<file path="src/rtl/regbus_pkg.sv">
`timescale 1ns/1ps
`default_nettype none
// ============================================================================
// Module      : regbus_pkg
// Description : Shared types and constants for the register-bus initiator:
//               FSM state encoding, default bus widths, latency counter width.
// Revision    : 1.0 - initial release
// ============================================================================
package regbus_pkg;

  // Default bus geometry
  localparam int DEF_AW    = 3;
  localparam int DEF_DW    = 2;

  // Width of the read-latency counter (RD_LAT range 0..15)
  localparam int LAT_CNT_W = 4;

  // Initiator FSM states
  typedef enum logic [2:0] {
    IDLE   = 3'd0,
    WR     = 3'd1,
    RD     = 3'd2,
    RMW_WR = 3'd3,
    RESP   = 3'd4
  } state_e;

endpackage : regbus_pkg
`default_nettype wire

</file>
<file path="src/rtl/regbus_master.sv">
`timescale 1ns/1ps
`default_nettype none
// ============================================================================
// Module      : regbus_master
// Description : Register-bus initiator. Takes one command at a time from a
//               valid/ready command port, drives WRITE/READ/ADDR/WRITE_DATA,
//               samples the combinational READ_DATA after RD_LAT wait cycles
//               and returns read data on a valid/ready response port.
//               Optional read-modify-write support is compiled in when the
//               macro REGBUS_MASTER_RMW_EN is defined.
// Revision    : 1.0 - initial release
// ============================================================================
module regbus_master
  import regbus_pkg::*;
#(
  parameter int AW     = DEF_AW,
  parameter int DW     = DEF_DW,
  parameter int RD_LAT = 0
) (
  input  logic          clk_i,
  input  logic          rst_ni,
  // command port
  input  logic          cmd_valid_i,
  output logic          cmd_ready_o,
  input  logic          cmd_wr_i,
  input  logic          cmd_rmw_i,
  input  logic [AW-1:0] cmd_addr_i,
  input  logic [DW-1:0] cmd_data_i,
  input  logic [DW-1:0] cmd_mask_i,
  // response port
  output logic          rsp_valid_o,
  input  logic          rsp_ready_i,
  output logic [DW-1:0] rsp_data_o,
  // register bus
  output logic          write_o,
  output logic          read_o,
  output logic [AW-1:0] addr_o,
  output logic [DW-1:0] write_data_o,
  input  logic [DW-1:0] read_data_i
);

  // Counter reload value; RD_LAT above 15 is truncated to the counter width
  localparam logic [LAT_CNT_W-1:0] LAT_INIT = LAT_CNT_W'(RD_LAT);

  state_e                 state_q;
  logic                   cmd_ready_q;
  logic                   rsp_valid_q;
  logic [DW-1:0]          rsp_data_q;
  logic                   write_q;
  logic                   read_q;
  logic [AW-1:0]          addr_q;
  logic [DW-1:0]          wdata_q;
  logic [LAT_CNT_W-1:0]   cnt_q;
  logic                   w_is_read;

`ifdef REGBUS_MASTER_RMW_EN
  logic                   rmw_q;
  logic [DW-1:0]          data_q;
  logic [DW-1:0]          mask_q;
  logic [DW-1:0]          rdata_q;
  logic [DW-1:0]          w_merge;

  // RMW takes precedence over the write flag and always starts with a read
  assign w_is_read = cmd_rmw_i | ~cmd_wr_i;
  // New value: masked bits from the command, the rest from the old value
  assign w_merge   = (read_data_i & ~mask_q) | (data_q & mask_q);
`else
  logic                   unused_rmw;

  assign w_is_read  = ~cmd_wr_i;
  // RMW inputs are kept on the port list but have no function in this build
  assign unused_rmw = ^{cmd_rmw_i, cmd_mask_i};
`endif

  // Command sequencer: all bus and handshake outputs are registered here
  always_ff @(posedge clk_i or negedge rst_ni) begin
    if (!rst_ni) begin
      state_q     <= IDLE;
      cmd_ready_q <= 1'b0;
      rsp_valid_q <= 1'b0;
      rsp_data_q  <= '0;
      write_q     <= 1'b0;
      read_q      <= 1'b0;
      addr_q      <= '0;
      wdata_q     <= '0;
      cnt_q       <= '0;
`ifdef REGBUS_MASTER_RMW_EN
      rmw_q       <= 1'b0;
      data_q      <= '0;
      mask_q      <= '0;
      rdata_q     <= '0;
`endif
    end else begin
      case (state_q)
        IDLE: begin
          if (cmd_valid_i && cmd_ready_q) begin
            cmd_ready_q <= 1'b0;
            addr_q      <= cmd_addr_i;
            cnt_q       <= LAT_INIT;
`ifdef REGBUS_MASTER_RMW_EN
            rmw_q       <= cmd_rmw_i;
            data_q      <= cmd_data_i;
            mask_q      <= cmd_mask_i;
`endif
            if (w_is_read) begin
              read_q  <= 1'b1;
              state_q <= RD;
            end else begin
              write_q <= 1'b1;
              wdata_q <= cmd_data_i;
              state_q <= WR;
            end
          end else begin
            // First IDLE cycle after reset raises ready
            cmd_ready_q <= 1'b1;
          end
        end

        WR: begin
          write_q     <= 1'b0;
          addr_q      <= '0;
          wdata_q     <= '0;
          cmd_ready_q <= 1'b1;
          state_q     <= IDLE;
        end

        RD: begin
          if (cnt_q != '0) begin
            cnt_q <= cnt_q - LAT_CNT_W'(1);
          end else begin
            read_q      <= 1'b0;
            addr_q      <= '0;
            rsp_valid_q <= 1'b1;
            rsp_data_q  <= read_data_i;
            state_q     <= RESP;
`ifdef REGBUS_MASTER_RMW_EN
            // RMW goes on to the write phase instead of responding now
            if (rmw_q) begin
              addr_q      <= addr_q;
              rsp_valid_q <= 1'b0;
              rsp_data_q  <= rsp_data_q;
              rdata_q     <= read_data_i;
              write_q     <= 1'b1;
              wdata_q     <= w_merge;
              state_q     <= RMW_WR;
            end
`endif
          end
        end

`ifdef REGBUS_MASTER_RMW_EN
        RMW_WR: begin
          write_q     <= 1'b0;
          addr_q      <= '0;
          wdata_q     <= '0;
          rsp_valid_q <= 1'b1;
          rsp_data_q  <= rdata_q;
          state_q     <= RESP;
        end
`endif

        RESP: begin
          if (rsp_ready_i) begin
            rsp_valid_q <= 1'b0;
            cmd_ready_q <= 1'b1;
            state_q     <= IDLE;
          end
        end

        default: begin
          cmd_ready_q <= 1'b0;
          rsp_valid_q <= 1'b0;
          write_q     <= 1'b0;
          read_q      <= 1'b0;
          addr_q      <= '0;
          wdata_q     <= '0;
          state_q     <= IDLE;
        end
      endcase
    end
  end

  assign cmd_ready_o  = cmd_ready_q;
  assign rsp_valid_o  = rsp_valid_q;
  assign rsp_data_o   = rsp_data_q;
  assign write_o      = write_q;
  assign read_o       = read_q;
  assign addr_o       = addr_q;
  assign write_data_o = wdata_q;

endmodule : regbus_master
`default_nettype wire

</file>
<file path="config.mk">
export PLATFORM = sky130hd
export DESIGN_NAME = regbus_master
export DESIGN_NICKNAME = d
export VERILOG_FILES = /design/src/rtl/regbus_pkg.sv /design/src/rtl/regbus_master.sv
export SDC_FILE = /design/constraint.sdc
export NUM_CORES = 1
export LEC_CHECK = 0
export ABC_AREA = 1
export BUFFER_PORTS_ARGS = -buffer_cell sky130_fd_sc_hd__buf_2
export CAP_MARGIN = 20
export CORE_ASPECT_RATIO = 0.8
export CORE_MARGIN = 2
export CORE_UTILIZATION = 53
export DETAILED_ROUTE_END_ITERATION = 8
export GPL_TIMING_DRIVEN = 0
export PLACE_DENSITY = 0.81
export SLEW_MARGIN = 20
export SYNTH_ARGS = -nofsm -noshare
export SYNTH_HDL_FRONTEND = slang
export SYNTH_SLANG_ARGS = --single-unit
</file>
<file path="constraint.sdc">
create_clock -name clk_i -period 3.28 [get_ports clk_i]
set_clock_uncertainty 0.2 [all_clocks]
set_input_delay 0.492 -clock clk_i [delete_from_list [all_inputs] [get_ports clk_i]]
set_output_delay 0.492 -clock clk_i [all_outputs]
set_load 0.1 [all_outputs]
</file>
# [Yosys cells after proc, flatten, opt, wreduce, memory -nomap -nowiden]
# Index checks and enable logic that the tools add are counted.
[op_classes] n_shift=0 n_bitwise=6 n_reduce_logical=15 multipliers=0 order_cmp=0 n_div=0 add_sub_neg=1 n_eq_ne=9 mux=27
[op_table] operator="case mux 3 bit (3 select lines)" count=2
[op_table] operator="2-to-1 mux 3 bit" count=5
[op_table] operator="AND reduction 3 bit" count=5
[op_table] operator="inequality test 2 bit (second input constant)" count=6
[op_table] operator="2-to-1 mux 1 bit" count=9
[op_table] operator="2-to-1 mux 4 bit" count=2
[op_table] operator="case mux 4 bit (2 select lines)" count=1
[op_table] operator="2-to-1 mux 2 bit" count=3
[op_table] operator="NOT 1 bit" count=6
[op_table] operator="case mux 1 bit (3 select lines)" count=2
[op_table] operator="OR reduction 2 bit" count=3
[op_table] operator="case mux 1 bit (4 select lines)" count=1
[op_table] operator="case mux 2 bit (2 select lines)" count=1
[op_table] operator="AND reduction 2 bit" count=2
[op_table] operator="AND reduction 4 bit" count=1
[op_table] operator="nonzero test 4 bit" count=1
[op_table] operator="subtractor 4 x 1 -> 4 bit (second input constant)" count=1
[op_table] operator="== test 3 x 1 -> 1 bit (second input constant)" count=1
[op_table] operator="== test 3 x 2 -> 1 bit (second input constant)" count=1
[op_table] operator="== test 3 bit (second input constant)" count=1
[op_table] operator="logical NOT 3 bit" count=1
[op_table] operator="case mux 1 bit (2 select lines)" count=1
[op_table] operator="nonzero test 2 bit" count=1
[op_table] operator="logical AND 1 bit" count=1
[totals] rom_bits=0 mem_bits_rw=0 register_bits=18 latch_bits=0 output_inout_bits=11 elab_cells=67 n_memories=0

# [Longest topological paths before layout]
[logic_depth] ltp_word=4 depth_mapped=8 ltp_nobuf=8

# [Worst setup path before layout]
# OpenSTA, ideal clock, no wires.
[synth_path] kind="register to register" start="register cmd_ready_q (netlist: cmd_ready_o)" end="register read_q (netlist: read_o)" setup_ns=0.121 slack_ns=1.343 path_stages_with_launch=6 path_buffers=0 t_arrival_ns=1.616 period_less_slack_ns=1.937 required_ns=2.959 cell_sequence="dfrtp_1 nand2_1 o21ai_2 nand2_1 o21bai_1 nand2_1"
[synth_via] elab_chain_cells=3
[synth_rtl] element="start: declaration" line_no="regbus_master.sv:46" text="logic cmd_ready_q;"
[synth_rtl] element="start signal: assignment" line_no="regbus_master.sv:79" text="cmd_ready_q <= 1'b0;"
[synth_rtl] element="start signal: assignment" line_no="regbus_master.sv:97" text="cmd_ready_q <= 1'b0;"
[synth_rtl] element="start signal: assignment" line_no="regbus_master.sv:115" text="cmd_ready_q <= 1'b1;"
[synth_rtl] element="logical AND 1 bit" line_no="regbus_master.sv:96" text="if (cmd_valid_i && cmd_ready_q) begin"
[synth_rtl] element="inequality test 2 bit (no source line)"
[synth_rtl] element="AND reduction 4 bit (no source line)"
[synth_rtl] element="end signal: assignment" line_no="regbus_master.sv:83" text="read_q <= 1'b0;"
[synth_rtl] element="end signal: assignment" line_no="regbus_master.sv:106" text="read_q <= 1'b1;"
[synth_rtl] element="end signal: assignment" line_no="regbus_master.sv:131" text="read_q <= 1'b0;"
[synth_rtl] element="end: declaration" line_no="regbus_master.sv:50" text="logic read_q;"
# Every way passes these cells.
# A chain may end at the register's enable or synchronous reset.

# [Worst setup path after layout]
[layout_path] start="register cmd_ready_q (netlist: cmd_ready_o)" end="output port cmd_ready_o"
[layout_rtl] element="end: declaration" line_no="regbus_master.sv:24" text="output logic cmd_ready_o,"
# No word-level cell between the ends.

==> results.tsv <==
stage	metric	value	unit
status	status	finished, final reports clean	
placement	place_congestion	0.833	
sta	setup_violations	0	
yosys	synth_area	893	sq um
critical_path	critPathBufInv	1	
worst_hold_path	min_delay_path_depth	3	
floorplanning	die-area	2030	sq um
critical_path	crit_arrival	1090	ps
drt	ant_nets	0	
yosys	syn-num-nets	127	
yosys	yosysSeqAreaShare	50.4	%
drt	viasPerCell	4.72	
critical_path	r2r_cells	8	
sta	period_minus_slack	1790	ps
drt	vias	755	
critical_path	crit_slowest_cell	buf_2	
critical_path	worstSetupStartpointType	flip-flop	
sta	drv_slew	0	
critical_path	r2r_start	cnt_q[0]	
yosys	synth-seq-cells	18	
clocking	cts.sinks	18	
layout	instances_no_fill	160	
yosys	synth_compound_area_share	4.90	%
drt	drt-initial-drc-count	19	
floorplanning	rows	13	
critical_path	required	2590	ps
layout	insertedDiodeCount	0	
worst_hold_path	min_to	write_data_o[1]	
yosys	synth_xor_area_share	0.980	%
yosys	synth_fa_ha_area_share	1.40	%
critical_path	setup.worst_path.class	flip-flop to output pin	
clocking	clockRootBuffer	clkbuf_4	
floorplanning	coreArea	1610	sq um
worst_hold_path	hold_path_class	primary input to flip-flop	
clocking	htreeDepth	1	
floorplanning	die_x	49.9	um
layout	nets	155	
yosys	syn_inst	111	
sta	setup_tns	0	ps
sta	fmax	0.560	GHz
layout	fill_cells	130	
drt	drt_wl_total	1630	um
sta	worstMarginPinSlew	493	ps
yosys	yosysUniqueCellTypes	20	
grt	grt.overflow.total	0	
floorplanning	io-pin-count	26	
yosys	post_synth_mux_area_share	0	%
drt	drt_pass1_iterations	4	
critical_path	cpPeakStageDelay	430	ps
clocking	numCtsBuffers	3	
yosys	synth_warnings	0	
yosys	syn_avg_cell_area	8.05	sq um
clocking	cts_tree	built	
critical_path	worstPathMaxFanout	3	
worst_hold_path	min-delay-start	cmd_data_i[1]	
placement	dp.cells	155	
placement	placement.io_buffers	22	
run	drv_cap	0	
drt	avgRoutedWirePerCell	10.2	um
critical_path	r2r_end	cnt_q[0]	
critical_path	crit_family	buffers and inverters	
layout	drive_gt1_share	27.5	%
floorplanning	die_h	40.7	um
placement	place_ws	1670	ps
yosys	synth_simple_gate_area_share	36.4	%
grt	grt_max_degree	19	
grt	grt_pass1_vias	657	
critical_path	ff2ff_setup_slack	1650	ps
sta	hold_violations	0	
floorplanning	start_util	55.5	%
clocking	clkLatencyLatePin	290	ps
clocking	cts.clk_slew.worst_paths	100	ps
placement	post-dp-hpwl	1300	um
clocking	clk_path_buf_depth	2	
critical_path	end_kind	output pin	
sta	setup_slack	1490	ps
yosys	synth_top_family_by_area	simple AND/OR/NAND/NOR gates	
critical_path	path_cells	buf_2	
sta	slew_headroom	67.3	%
sta	rsz0062_at_grt	false	
drt	drc	0	
grt	grt_pass1_wl	2840	um
grt	grt_usage	19.3	%
clocking	cts.repair.resized	0	
layout	syn_to_final_growth	20.6	%
sta	finalCritPeriodShare	54.5	%
grt	grt_antenna_before_repair	0	
what timing repair did:
action,4_1_cts,5_1_grt
setup buffers,0,0
hold buffers,1,0
endpoints found under the hold margin,18,0
synth_stat cells:
| master | n | area, sq um |
|---|---|---|
| nor2_1 | 7 | 26.3 |
| nand2_2 | 5 | 31.3 |
| o21ai_1 | 1 | 5.00 |
| nand2_4 | 1 | 11.3 |
| or2_0 | 1 | 6.26 |
| o21bai_1 | 1 | 7.51 |
| o21ai_2 | 1 | 8.76 |
| nand2_1 | 43 | 161 |
| nand3b_1 | 2 | 15.0 |
| inv_1 | 12 | 45.0 |
| nand4_1 | 1 | 6.26 |
| nor2_4 | 2 | 22.5 |
| o21ai_0 | 3 | 15.0 |
| inv_2 | 2 | 7.51 |
| dfrtp_1 | 18 | 450 |
| nand3_2 | 1 | 10.0 |
| ha_1 | 1 | 12.5 |
| xor2_1 | 1 | 8.76 |
| a21boi_0 | 1 | 7.51 |
| nand3_1 | 7 | 35.0 |
per-stage QoR:
step	hold WS, ps	utilization, %	cell area (sq um)
2_1_floorplan	-3.59	-	893
3_3_place_gp	236	64.0	1030
3_5_place_dp	237	64.0	1030
4_1_cts	194	66.9	1080
5_1_grt	198	66.9	1080
6_report	193	66.9	1080
kinds of logic (layout without fill, tap and decap cells):
| logic type | Yosys count | in the layout |
|---|---|---|
| AOI/OAI and AO/OA | 7 | 7 |
| buffers and inverters | 14 | 41 |
| and+or+nand+nor | 70 | 70 |
| xor gates and xnor gates | 1 | 1 |
| DFF | 18 | 18 |
| adders and majority gates | 1 | 1 |
worst reg2reg max path: cells and delay by family, from the launching register on:
family                   cells  cell delay [ps]
adder cells (fa/ha/maj)      1              200
buffers and inverters        1               90
AND/OR/NAND/NOR              6              690
flip-flops                   1              390
flip-flops by register name (all words and copies together), names as in the netlist:
name,flops
cnt_q,4
addr_o,3
state_q,3
rsp_data_o,2
write_data_o,2
cmd_ready_o,1
read_o,1
rsp_valid_o,1
write_o,1
cells in the final DEF (no fill, tap or decap), drive strengths merged:
cell,instances
or2,1
ha,1
nand4,1
a21boi,1
xor2,1
inv,14
nor2,9
o21bai,1
clkbuf,4
buf,22
nand3,8
dfrtp,18
nand2,49
nand3b,2
dlygate4sd3,1
o21ai,5
worst max path at each step:
stage / from / depth (start not counted) / slack, ps / endpoint
after floorplan: cmd_ready_o / 5 / 1340 / read_o
after global placement: cnt_q[0] / 8 / 1700 / cnt_q[2]
after detailed placement: cnt_q[0] / 8 / 1670 / cnt_q[0]
after CTS: cmd_ready_o / 1 / 1480 / cmd_ready_o
after global routing: cmd_ready_o / 1 / 1430 / cmd_ready_o
final: cmd_ready_o / 1 / 1490 / cmd_ready_o
routing by layer:
metal | part of all wire (%) | global-route usage, %
met5 | 0 | 0
met3 | 7.1 | 7.66
met2 | 44 | 32.3
met1 | 48 | 24.2
met4 | 0.67 | 4.17
area by class of cell:
| cell class | instances | area (sq um) | share of cell area, % |
|---|---|---|---|
| Sequential cell | 18 | 450 | 41.8 |
| Multi-Input combinational cell | 79 | 390 | 36.2 |
| Timing Repair Buffer | 23 | 120 | 11.1 |
| Inverter | 14 | 52.6 | 4.88 |
| Clock buffer | 4 | 36.3 | 3.37 |
| Tap cell | 22 | 27.5 | 2.56 |
Power is not shown: default switching activity piles up to over one toggle a cycle in this logic, so the estimate is an artifact.
